<file path="config.mk">
export PLATFORM = sky130hd
export DESIGN_NAME = hs_stream_writer_flat
export DESIGN_NICKNAME = d
export VERILOG_FILES = /design/src/rtl/hs_stream_writer_pkg.sv /design/src/rtl/hs_stream_writer_if.sv /design/src/rtl/hs_stream_writer_skid_buf.sv /design/src/rtl/hs_stream_writer.sv /design/src/flat_wrapper.sv
export SDC_FILE = /design/constraint.sdc
export NUM_CORES = 1
export LEC_CHECK = 0
export CAP_MARGIN = 10
export CORE_UTILIZATION = 50
export CTS_CLUSTER_DIAMETER = 80
export DETAILED_ROUTE_END_ITERATION = 10
export PLACE_DENSITY = 0.82
export SYNTH_ARGS = -nofsm -noshare
export SYNTH_HDL_FRONTEND = slang
export SYNTH_SLANG_ARGS = --single-unit
</file>
<file path="constraint.sdc">
create_clock -name clk -period 2.9 [get_ports clk]
set_clock_uncertainty 0.1 [all_clocks]
set_input_delay 0.29 -clock clk [delete_from_list [all_inputs] [get_ports clk]]
set_output_delay 0.29 -clock clk [all_outputs]
set_load 0.02 [all_outputs]
</file>
<file path="src/rtl/hs_stream_writer_pkg.sv">
// Shared types and default widths for the hs_stream_writer block (package hs_pkg).
package hs_pkg;

  localparam int HS_WIDTH  = 8;
  localparam int HS_ADDR_W = 8;

  typedef enum logic [1:0] {
    S_IDLE  = 2'd0,
    S_RUN   = 2'd1,
    S_DRAIN = 2'd2,
    S_DONE  = 2'd3
  } hs_wr_state_t;

endpackage

</file>
<file path="src/rtl/hs_stream_writer_if.sv">
// Stream-in and memory-write channel bundle for hs_stream_writer.
// The slave modport is the writer's view; master is the environment driving it.
interface hs_stream_writer_if
  import hs_pkg::*;
#(
  parameter int WIDTH  = HS_WIDTH,
  parameter int ADDR_W = HS_ADDR_W
) ();

  logic              s_valid;
  logic [WIDTH-1:0]  s_data;
  logic              s_ready;
  logic              wr_en;
  logic [ADDR_W-1:0] wr_addr;
  logic [WIDTH-1:0]  wr_data;
  logic              wr_ready;

  modport master (
    output s_valid, s_data, wr_ready,
    input  s_ready, wr_en, wr_addr, wr_data
  );

  modport slave (
    input  s_valid, s_data, wr_ready,
    output s_ready, wr_en, wr_addr, wr_data
  );

endinterface

</file>
<file path="src/rtl/hs_stream_writer_skid_buf.sv">
// hs_skid_buf: 2-entry valid/ready register slice; in_ready and all out_* come straight from flops.
module hs_skid_buf #(
  parameter int W = 16
) (
  input  logic         clk,
  input  logic         rst,
  input  logic         in_valid,
  output logic         in_ready,
  input  logic [W-1:0] in_data,
  output logic         out_valid,
  input  logic         out_ready,
  output logic [W-1:0] out_data
);

  logic         sk_valid;
  logic [W-1:0] sk_data;
  logic         in_fire;
  logic         out_free;

  // The second entry only fills when the output stage is stalled, so an empty
  // skid entry means there is always room for one more word.
  assign in_ready = !sk_valid;
  assign in_fire  = in_valid && in_ready;
  assign out_free = !out_valid || out_ready;

  always_ff @(posedge clk or negedge rst) begin
    if (!rst) begin
      out_valid <= 1'b0;
      out_data  <= '0;
      sk_valid  <= 1'b0;
      sk_data   <= '0;
    end else if (out_free) begin
      if (sk_valid) begin
        out_valid <= 1'b1;
        out_data  <= sk_data;
        sk_valid  <= 1'b0;
      end else begin
        out_valid <= in_fire;
        if (in_fire) out_data <= in_data;
      end
    end else if (in_fire) begin
      sk_valid <= 1'b1;
      sk_data  <= in_data;
    end
  end

endmodule

</file>
<file path="src/rtl/hs_stream_writer.sv">
// Stream sink that writes a burst of accepted words to incrementing memory addresses.
// Define HS_WRITER_SKID_EN to insert a registered 2-entry slice between stream and memory port.
//
// state   | meaning
// --------+---------------------------------------------------------
// S_IDLE  | waiting for start; s_ready low
// S_RUN   | accepting words until len have been taken
// S_DRAIN | all words accepted, waiting for buffered writes (slice only)
// S_DONE  | one-cycle completion, done high
module hs_stream_writer
  import hs_pkg::*;
#(
  parameter int WIDTH  = HS_WIDTH,
  parameter int ADDR_W = HS_ADDR_W
) (
  input  logic              clk,
  input  logic              rst,
  input  logic              start,
  input  logic [ADDR_W-1:0] base_addr,
  input  logic [ADDR_W:0]   len,
  hs_stream_writer_if.slave bus,
  output logic              busy,
  output logic              done,
  output logic [ADDR_W:0]   count
);

  localparam logic [ADDR_W:0]   LEN_ONE  = {{ADDR_W{1'b0}}, 1'b1};
  localparam logic [ADDR_W-1:0] ADDR_ONE = {{(ADDR_W-1){1'b0}}, 1'b1};

  hs_wr_state_t      state, state_nxt;
  logic [ADDR_W:0]   len_q;
  logic [ADDR_W:0]   idx;
  logic [ADDR_W-1:0] addr;
  logic              run;
  logic              start_ok;
  logic              accept;
  logic              write;
  logic              last_accept;
  logic              last_write;

  assign run         = (state == S_RUN);
  assign start_ok    = start && (state == S_IDLE);
  assign accept      = bus.s_valid && bus.s_ready;
  assign write       = bus.wr_en && bus.wr_ready;
  assign last_accept = accept && ((idx + LEN_ONE) == len_q);
  assign last_write  = write && ((count + LEN_ONE) == len_q);

`ifdef HS_WRITER_SKID_EN
  logic                     sb_in_ready;
  logic [ADDR_W+WIDTH-1:0] sb_out_data;

  // Address travels with its word so the slice output is a complete write.
  hs_skid_buf #(.W(ADDR_W + WIDTH)) u_skid (
    .clk       (clk),
    .rst       (rst),
    .in_valid  (bus.s_valid && run),
    .in_ready  (sb_in_ready),
    .in_data   ({addr, bus.s_data}),
    .out_valid (bus.wr_en),
    .out_ready (bus.wr_ready),
    .out_data  (sb_out_data)
  );

  assign bus.wr_addr = sb_out_data[ADDR_W+WIDTH-1:WIDTH];
  assign bus.wr_data = sb_out_data[WIDTH-1:0];
`endif

  always_ff @(posedge clk or negedge rst) begin
    if (!rst) state <= S_IDLE;
    else      state <= state_nxt;
  end

  always_comb begin
    state_nxt = state;
    case (state)
      S_IDLE:  if (start) state_nxt = (len == '0) ? S_DONE : S_RUN;
      S_RUN: begin
        if (last_accept) begin
`ifdef HS_WRITER_SKID_EN
          state_nxt = S_DRAIN;
`else
          state_nxt = S_DONE;
`endif
        end
      end
      S_DRAIN: if (last_write) state_nxt = S_DONE;
      S_DONE:  state_nxt = S_IDLE;
      default: state_nxt = S_IDLE;
    endcase
  end

  always_comb begin
    busy = run || (state == S_DRAIN);
    done = (state == S_DONE);
`ifdef HS_WRITER_SKID_EN
    bus.s_ready = sb_in_ready && run;
`else
    bus.s_ready = bus.wr_ready && run;
    bus.wr_en   = bus.s_valid && run;
    bus.wr_addr = addr;
    // Gated so the data bus reads zero whenever no burst is running.
    bus.wr_data = run ? bus.s_data : '0;
`endif
  end

  always_ff @(posedge clk or negedge rst) begin
    if (!rst) begin
      len_q <= '0;
      idx   <= '0;
      addr  <= '0;
      count <= '0;
    end else if (start_ok) begin
      len_q <= len;
      idx   <= '0;
      addr  <= base_addr;
      count <= '0;
    end else begin
      if (accept) begin
        idx  <= idx + LEN_ONE;
        addr <= addr + ADDR_ONE;
      end
      if (write) count <= count + LEN_ONE;
    end
  end

endmodule

</file>
<file path="src/flat_wrapper.sv">
// flat-port wrapper written by rule: the top's interface ports become plain ports
module hs_stream_writer_flat import hs_pkg::*;
#(
  parameter int WIDTH  = HS_WIDTH,
  parameter int ADDR_W = HS_ADDR_W
)
  (clk, rst, start, base_addr, len, busy, done, count, bus_s_valid, bus_s_data, bus_wr_ready, bus_s_ready, bus_wr_en, bus_wr_addr, bus_wr_data);
  hs_stream_writer_if #(.WIDTH(WIDTH), .ADDR_W(ADDR_W)) bus_i ();
  input  logic clk;
  input  logic rst;
  input  logic start;
  input  logic [ADDR_W-1:0] base_addr;
  input  logic [ADDR_W:0] len;
  output logic busy;
  output logic done;
  output logic [ADDR_W:0] count;
  input wire logic [$bits(bus_i.s_valid)-1:0] bus_s_valid;
  input wire logic [$bits(bus_i.s_data)-1:0] bus_s_data;
  input wire logic [$bits(bus_i.wr_ready)-1:0] bus_wr_ready;
  output wire logic [$bits(bus_i.s_ready)-1:0] bus_s_ready;
  output wire logic [$bits(bus_i.wr_en)-1:0] bus_wr_en;
  output wire logic [$bits(bus_i.wr_addr)-1:0] bus_wr_addr;
  output wire logic [$bits(bus_i.wr_data)-1:0] bus_wr_data;
  assign bus_i.s_valid = bus_s_valid;
  assign bus_i.s_data = bus_s_data;
  assign bus_i.wr_ready = bus_wr_ready;
  assign bus_s_ready = bus_i.s_ready;
  assign bus_wr_en = bus_i.wr_en;
  assign bus_wr_addr = bus_i.wr_addr;
  assign bus_wr_data = bus_i.wr_data;
  hs_stream_writer #(.WIDTH(WIDTH), .ADDR_W(ADDR_W)) u_core (.clk(clk), .rst(rst), .start(start), .base_addr(base_addr), .len(len), .bus(bus_i), .busy(busy), .done(done), .count(count));
endmodule
</file>
==> load_flow_metrics.sql, run 1 <==
INSERT INTO impl_metrics (metric_group, metric, value, unit) VALUES
('layout', 'layout_common_cells', 'clkdlybuf4s50_1 (57), nand2_1 (54), dfrtp_1 (37)', ''),
('job', 'cap_violations', '0', ''),
('sta', 'rsz_0062_raised_after_global_routing', 'no', ''),
('global_route', 'antenna_found_initial', '0', ''),
('clock_tree', 'post_cts.repair.setup_buffers', '0', ''),
('clock_tree', 'ctsHtreeMaxLevel', '2', ''),
('floorplanning', 'row_count', '23', ''),
('power', 'ratio_of_total_power_to_cell_area', '835', 'nW/um^2'),
('placed_design', 'place_inst', '346', ''),
('drt', 'viasPerCell', '5.44', ''),
('critical_path', 'crit_required', '2.51', 'ns'),
('floorplanning', 'ios', '59', ''),
('synth', 'synth_edf_count', '0', ''),
('sta', 'tightestPinTransition', '0.830', 'ns'),
('synth', 'synth_top_cell_by_area', 'dfrtp_1', ''),
('placed_design', 'port_buffers', '58', ''),
('power', 'vdd_ir_drop_max', '657', 'uV'),
('layout', 'area.growth.synth_to_final', '29.3', '%'),
('synth', 'postSynth.topFlopCell', 'dfrtp_1', ''),
('synth', 'synth.yosys.seq_area_share', '0.418', ''),
('critical_path', 'start_kind', 'flip-flop', ''),
('power', 'switching_share', '0.411', ''),
('critical_path', 'critical_path.slowest_cell', 'clkdlybuf4s50_1', ''),
('drt', 'vias', '1927', ''),
('layout', 'final_core_utilization', '0.696', ''),
('global_route', 'first_global_vias', '1827', ''),
('sta', 'timing_hold_violations_final', '19', ''),
('sta', 'timing.slew.headroom', '0.447', ''),
('clock_tree', 'clock-root-buffer', 'clkbuf_8', ''),
('clock_tree', 'cts-hold-fix-buffers', '0', ''),
('sta', 'min_period_over_period', '0.827', ''),
('drt', 'totalWireLength', '5150', 'um'),
('synth', 'number_of_nets_in_the_synthesized_netlist', '285', ''),
('critical_path', 'worstSetupEndpointType', 'output port', ''),
('power', 'finalPower', '2.39', 'mW'),
('drt', 'detail_route.iter0.violations', '118', ''),
('outcome', 'run_status', 'finished, violations left', ''),
('synth', 'synth_top_area_share', '0.418', ''),
('floorplanning', 'fp.coreArea', '4120', 'sq um'),
('layout', 'layout.nets', '341', ''),
('layout', 'final_cells', '354', ''),
('sta', 'timing.setup.tns', '0', 'ns'),
('synth', 'netlist_area_pre_place', '2210', 'sq um'),
('critical_path', 'setup.worst_path.class', 'flip-flop to output port', ''),
('critical_path', 'cp_data_arrival_time', '2.01', 'ns'),
('layout', 'layout_commonest_cell', 'clkdlybuf4s50_1', ''),
('placed_design', 'detailed_place_hpwl', '3680', 'um'),
('outcome', 'failing_checks', 'negative hold slack', ''),
('power', 'clock_power_share', '0.147', ''),
('synth', 'warnings_synthesis', '0', ''),
('power', 'power.combinational.fraction', '0.490', ''),
('floorplanning', 'die-height', '68.5', 'um'),
('critical_path', 'r2r_path_start', 'u_core.state[1]', ''),
('worst_hold_path', 'hold_path_class', 'primary input to asynchronous set/reset pin', ''),
('layout', 'layout-drive-gt1-share', '0.0757', ''),
('global_route', 'groute.usage.overall', '0.234', ''),
('floorplanning', 'chipWidth', '68.5', 'um'),
('floorplanning', 'die_area', '4700', 'sq um'),
('clock_tree', 'cts_resized', '0', ''),
('sta', 'hold-worst-slack', '-0.0148', 'ns'),
('critical_path', 'worstPathCellList', 'inv_1 > ha_1 > and2_1 > clkdlybuf4s50_1', ''),
('synth', 'syn-instance-count', '247', ''),
('clock_tree', 'cts-buffers-inserted', '5', ''),
('drt', 'detail_route.wl_per_cell', '14.5', 'um'),
('clock_tree', 'clk-insertion-delay-late', '0.30', 'ns'),
('global_route', 'grt_first_pass_wirelength', '7960', 'um'),
('sta', 'period_minus_slack', '2.40', 'ns'),
('sta', 'final.setup.worst_slack', '0.503', 'ns'),
('synth', 'netlist-cell-type-count', '43', ''),
('clock_tree', 'cts_tree', 'done', ''),
('floorplanning', 'floorplan.initialDensity', '0.538', '');
==> per-layer routing <==
| metal | wire length, um | up-vias | global-route usage |
|---|---|---|---|
| met5 | 0 | - | 0 |
| met4 | 108 | 0 | 0.0964 |
| met3 | 197 | 12 | 0.0559 |
| met2 | 2590 | 41 | 0.396 |
| met1 | 2250 | 929 | 0.285 |
| li1 | - | 945 | - |
==> final timing paths <==
path / to / slack (ns) / cells after the start
min in group clk: u_core.len_q[1] / 0.41 / 2
worst max-delay path: bus_wr_data[2] / 0.50 / 4
max in group asynchronous: u_core.count[8] / 2.18 / 1
worst min register to register: u_core.len_q[1] / 0.41 / 2
worst max register to register: u_core.bus.wr_addr[7] / 0.50 / 7
worst min-delay path: u_core.idx[3] / -0.01 / 1
==> power groups by stage <==
stage	registers, mW	clock network [mW]	logic, mW
after detailed placement	0.869	0	1.16
after floorplan	0.906	0	0.663
after global placement	0.867	0	1.14
final	0.868	0.350	1.17
after CTS	0.865	0.360	1.18
after global routing	0.887	0.381	1.28
==> critical path, delay by kind of cell, from the launching register on <==
kind | cells | cell delay [ns]
adders and majority gates | 1 | 0.38
buffers and inverters | 2 | 0.72
DFF | 1 | 0.41
and+or+nand+nor | 1 | 0.19
==> registers in the layout, summed over array words and instances, names as in the netlist <==
name                flops
u_core.idx              9
u_core.len_q            9
u_core.state            2
u_core.count            9
u_core.bus.wr_addr      8
==> area by class of cell <==
class	instances	area, sq um	area share
multi-input combinational	193	1170	0.409
sequential	37	926	0.323
timing repair buffer	62	606	0.212
clock buffer	6	72.6	0.0253
tap	50	62.6	0.0219
inverter	4	15.0	0.00524
clock inverter	2	10.0	0.00350
==> kinds of logic (layout without fill, tap and decap cells) <==
group	Yosys count	after routing	share of synthesized area
fa+ha+maj	8	8	0.0452
buf+inv	17	74	0.0526
mux	2	2	0.00905
xor+xnor	26	26	0.103
compound gates	30	30	0.0837
simple gates	127	127	0.288
flops	37	37	0.418
==> Yosys cell counts (3+ instances only) <==
| cell | instances |
|---|---|
| and3_1 | 5 |
| nand4_1 | 9 |
| clkbuf_1 | 7 |
| inv_1 | 4 |
| and2_1 | 12 |
| ha_1 | 8 |
| a21oi_1 | 7 |
| xor2_1 | 15 |
| or2_2 | 3 |
| nor2_1 | 19 |
| nor3_1 | 4 |
| xnor2_1 | 11 |
| nand3_1 | 3 |
| o21ai_0 | 13 |
| nand2_1 | 54 |
| a31oi_1 | 3 |
| or3_1 | 4 |
| dfrtp_1 | 37 |
==> per-stage QoR <==
| stage | cell area (sq um) | hold slack, ns |
|---|---|---|
| global route | 2860 | 0.0401 |
| floorplan | 2210 | -0.106 |
| detailed placement | 2780 | 0.335 |
| CTS | 2860 | 0.0120 |
| finish | 2860 | -0.0148 |
| global placement | 2780 | 0.326 |
(Power assumes the default switching activity.)
==> inputs of run 2 (changes only) <==
--- a/config.mk
+++ b/config.mk
@@ -6,10 +6,10 @@
 export NUM_CORES = 1
 export LEC_CHECK = 0
 export CAP_MARGIN = 10
-export CORE_UTILIZATION = 50
+export CORE_UTILIZATION = 49
 export CTS_CLUSTER_DIAMETER = 80
 export DETAILED_ROUTE_END_ITERATION = 10
-export PLACE_DENSITY = 0.82
+export PLACE_DENSITY = 0.81
 export SYNTH_ARGS = -nofsm -noshare
 export SYNTH_HDL_FRONTEND = slang
 export SYNTH_SLANG_ARGS = --single-unit
==> constraint.sdc (replaced) <==
create_clock -name clk -period 2.4 [get_ports clk]
set_clock_uncertainty 0.1 [all_clocks]
set_input_delay 0.24 -clock clk [delete_from_list [all_inputs] [get_ports clk]]
set_output_delay 0.24 -clock clk [all_outputs]
set_load 0.02 [all_outputs]
==> load_flow_metrics.sql, run 2 (synthesis gave the netlist of run 1 again) <==
INSERT INTO impl_metrics (metric_group, metric, value, unit) VALUES
('layout', 'largest_registers_in_the_final_layout', 'u_core.count: 9 flops, u_core.idx: 9 flops, u_core.len_q: 9 flops', ''),
('layout', 'layout_commonest_cell', 'clkdlybuf4s50_1', ''),
('sta', 'period_minus_slack', '2.26', 'ns'),
('layout', 'nFillCells', '359', ''),
('sta', 'rsz_0062_raised_after_global_routing', 'no', ''),
('placed_design', 'preCtsSetupSlack', '0.326', 'ns'),
('critical_path', 'setup.worst_path.class', 'flip-flop to output port', ''),
('power', 'vdd_ir_drop_max', '805', 'uV'),
('floorplanning', 'row_count', '24', ''),
('floorplanning', 'ios', '59', ''),
('sta', 'setup_violations', '0', ''),
('sta', 'timing.slew.headroom', '0.452', ''),
('clock_tree', 'clk_pin_slew_worst_paths', '0.07', 'ns'),
('critical_path', 'cp_data_arrival_time', '1.92', 'ns'),
('power', 'power.net_switching', '1.17', 'mW'),
('clock_tree', 'cts_tree', 'done', ''),
('clock_tree', 'ctsHtreeMaxLevel', '2', ''),
('floorplanning', 'fp.coreArea', '4350', 'sq um'),
('power', 'power.sequential.fraction', '0.362', ''),
('drt', 'detail_route.wl_per_cell', '13.9', 'um'),
('global_route', 'grt_start_max_net_pins', '38', ''),
('sta', 'min_period_over_period', '0.941', ''),
('placed_design', 'detailed_place_hpwl', '3680', 'um'),
('drt', 'post-route-drc-count', '0', ''),
('drt', 'wl_met1', '2260', 'um'),
('clock_tree', 'clock-root-buffer', 'clkbuf_8', ''),
('floorplanning', 'die-height', '69.2', 'um'),
('clock_tree', 'clk_path_buf_depth', '2', ''),
('layout', 'layout.nets', '344', ''),
('power', 'cellInternalPower', '1.72', 'mW'),
('sta', 'timing_hold_violations_final', '0', ''),
('power', 'finalPower', '2.89', 'mW'),
('drt', 'met3_wirelength', '213', 'um'),
('clock_tree', 'clk_sink_count', '37', ''),
('global_route', 'antenna_found_initial', '0', ''),
('layout', 'layout_common_cells', 'clkdlybuf4s50_1 (57), nand2_1 (54), dfrtp_1 (37)', ''),
('worst_hold_path', 'hold_path_class', 'primary input to flip-flop', ''),
('layout', 'layout-drive-gt1-share', '0.0847', ''),
('critical_path', 'crit_required', '2.06', 'ns'),
('drt', 'viasPerCell', '5.36', ''),
('outcome', 'run_status', 'completed', ''),
('critical_path', 'worstSetupEndpointType', 'output port', ''),
('power', 'power.combinational.fraction', '0.492', ''),
('sta', 'timing_max_transition_violations_final', '0', ''),
('layout', 'diodes', '0', ''),
('critical_path', 'worstPathCellList', 'inv_1 > ha_2 > buf_4 > and2_1 > clkdlybuf4s50_1', ''),
('global_route', 'first_global_vias', '1887', ''),
('drt', 'initial_drt_pass_iterations', '4', ''),
('job', 'cap_violations', '0', ''),
('sta', 'max_freq', '0.443', 'GHz'),
('critical_path', 'start_kind', 'flip-flop', ''),
('global_route', 'globalRoute.totalOverflow', '0', ''),
('power', 'cellLeakagePower', '1.25', 'nW'),
('critical_path', 'crit_fanout', '8', ''),
('global_route', 'grt_first_pass_wirelength', '8460', 'um'),
('placed_design', 'finalWeightedCongestion', '0.875', ''),
('drt', 'antenna_violating_nets_post_route', '0', ''),
('sta', 'final.setup.worst_slack', '0.142', 'ns'),
('layout', 'area.growth.synth_to_final', '30.7', '%'),
('critical_path', 'crit_path_max_incr_delay', '0.60', 'ns'),
('floorplanning', 'floorplan.initialDensity', '0.508', ''),
('drt', 'detail_route.iter0.violations', '189', ''),
('power', 'switching_share', '0.406', ''),
('power', 'clock_power_share', '0.146', ''),
('clock_tree', 'cts-buffers-inserted', '5', ''),
('placed_design', 'port_buffers', '58', ''),
('critical_path', 'critical_path.slowest_cell', 'clkdlybuf4s50_1', ''),
('clock_tree', 'clk-insertion-delay-late', '0.29', 'ns'),
('clock_tree', 'post_cts.repair.setup_buffers', '0', ''),
('drt', 'totalWireLength', '5000', 'um'),
('sta', 'tightestPinTransition', '0.822', 'ns'),
('floorplanning', 'chipWidth', '69.2', 'um'),
('drt', 'vias', '1925', ''),
('drt', 'routed-wl-met2', '2460', 'um'),
('power', 'ratio_of_total_power_to_cell_area', '999', 'nW/um^2'),
('sta', 'timing.setup.tns', '0', 'ns'),
('global_route', 'groute.usage.overall', '0.219', ''),
('drt', 'highest-signal-layer', 'met4', ''),
('floorplanning', 'die_area', '4790', 'sq um');
-- run 2: cell types whose count changed in the layout (fill, tap and decap cells not counted), sizes merged --
cell	delta
dlygate4sd3	+1
buf	+2
-- run 2: what timing repair did --
| item | in CTS | in global routing |
|---|---|---|
| endpoints found under the setup margin | 0 | 8 |
| hold buffers | 1 | 0 |
| resized for setup | 0 | 1 |
| endpoints found under the hold margin | 37 | 0 |
-- run 2: critical path: cells and delay by family, from the launching register on --
family        cells  cell delay (ns)
buf+inv           3             0.86
simple gates      1             0.11
fa+ha+maj         1             0.23
flops             1             0.42
-- run 2: through the flow --
step | cells | area, sq um | hold WS [ns] | util
after floorplan | 247 | 2210 | -0.156 | -
after global placement | 350 | 2800 | 0.281 | 0.643
after detailed placement | 350 | 2800 | 0.284 | 0.643
after CTS | 359 | 2890 | 0.394 | 0.664
after global routing | 359 | 2890 | 0.417 | 0.664
final | 359 | 2890 | 0.400 | 0.664
-- run 2: metal layers --
metal / global-route usage / up-vias
li1: - / 953
met1: 0.282 / 927
met2: 0.367 / 38
met3: 0.0451 / 7
met4: 0.0726 / 0
met5: 0 / -
-- run 2: path summary, 6_finish.rpt --
check                                start              end  slack, ns  cells after the start
max in group asynchronous              rst  u_core.len_q[6]       1.20                      2
hold / removal                      len[0]  u_core.len_q[0]       0.40                      3
setup / recovery           u_core.state[1]   bus_wr_data[4]       0.14                      5
min in group asynchronous              rst  u_core.len_q[5]       0.47                      2
hold reg to reg            u_core.len_q[3]  u_core.len_q[3]       0.41                      2
setup reg to reg             u_core.idx[0]  u_core.state[1]       0.31                      7
-- run 2: power groups by stage --
| stage | Clock (mW) | Sequential (mW) | Combinational (mW) |
|---|---|---|---|
| final | 0.422 | 1.05 | 1.42 |
| after global routing | 0.464 | 1.08 | 1.56 |
| after CTS | 0.436 | 1.05 | 1.43 |
| after detailed placement | 0 | 1.05 | 1.42 |
| after global placement | 0 | 1.05 | 1.39 |
| after floorplan | 0 | 1.09 | 0.801 |
-- run 2: layout make-up --
type / instances / area (sq um) / share of cell area
Clock buffer: 6 / 72.6 / 0.0251
Clock inverter: 2 / 10.0 / 0.00346
Inverter: 4 / 15.0 / 0.00519
Multi-Input combinational cell: 193 / 1170 / 0.406
Sequential cell: 37 / 926 / 0.320
Tap cell: 52 / 65.1 / 0.0225
Timing Repair Buffer: 65 / 631 / 0.218
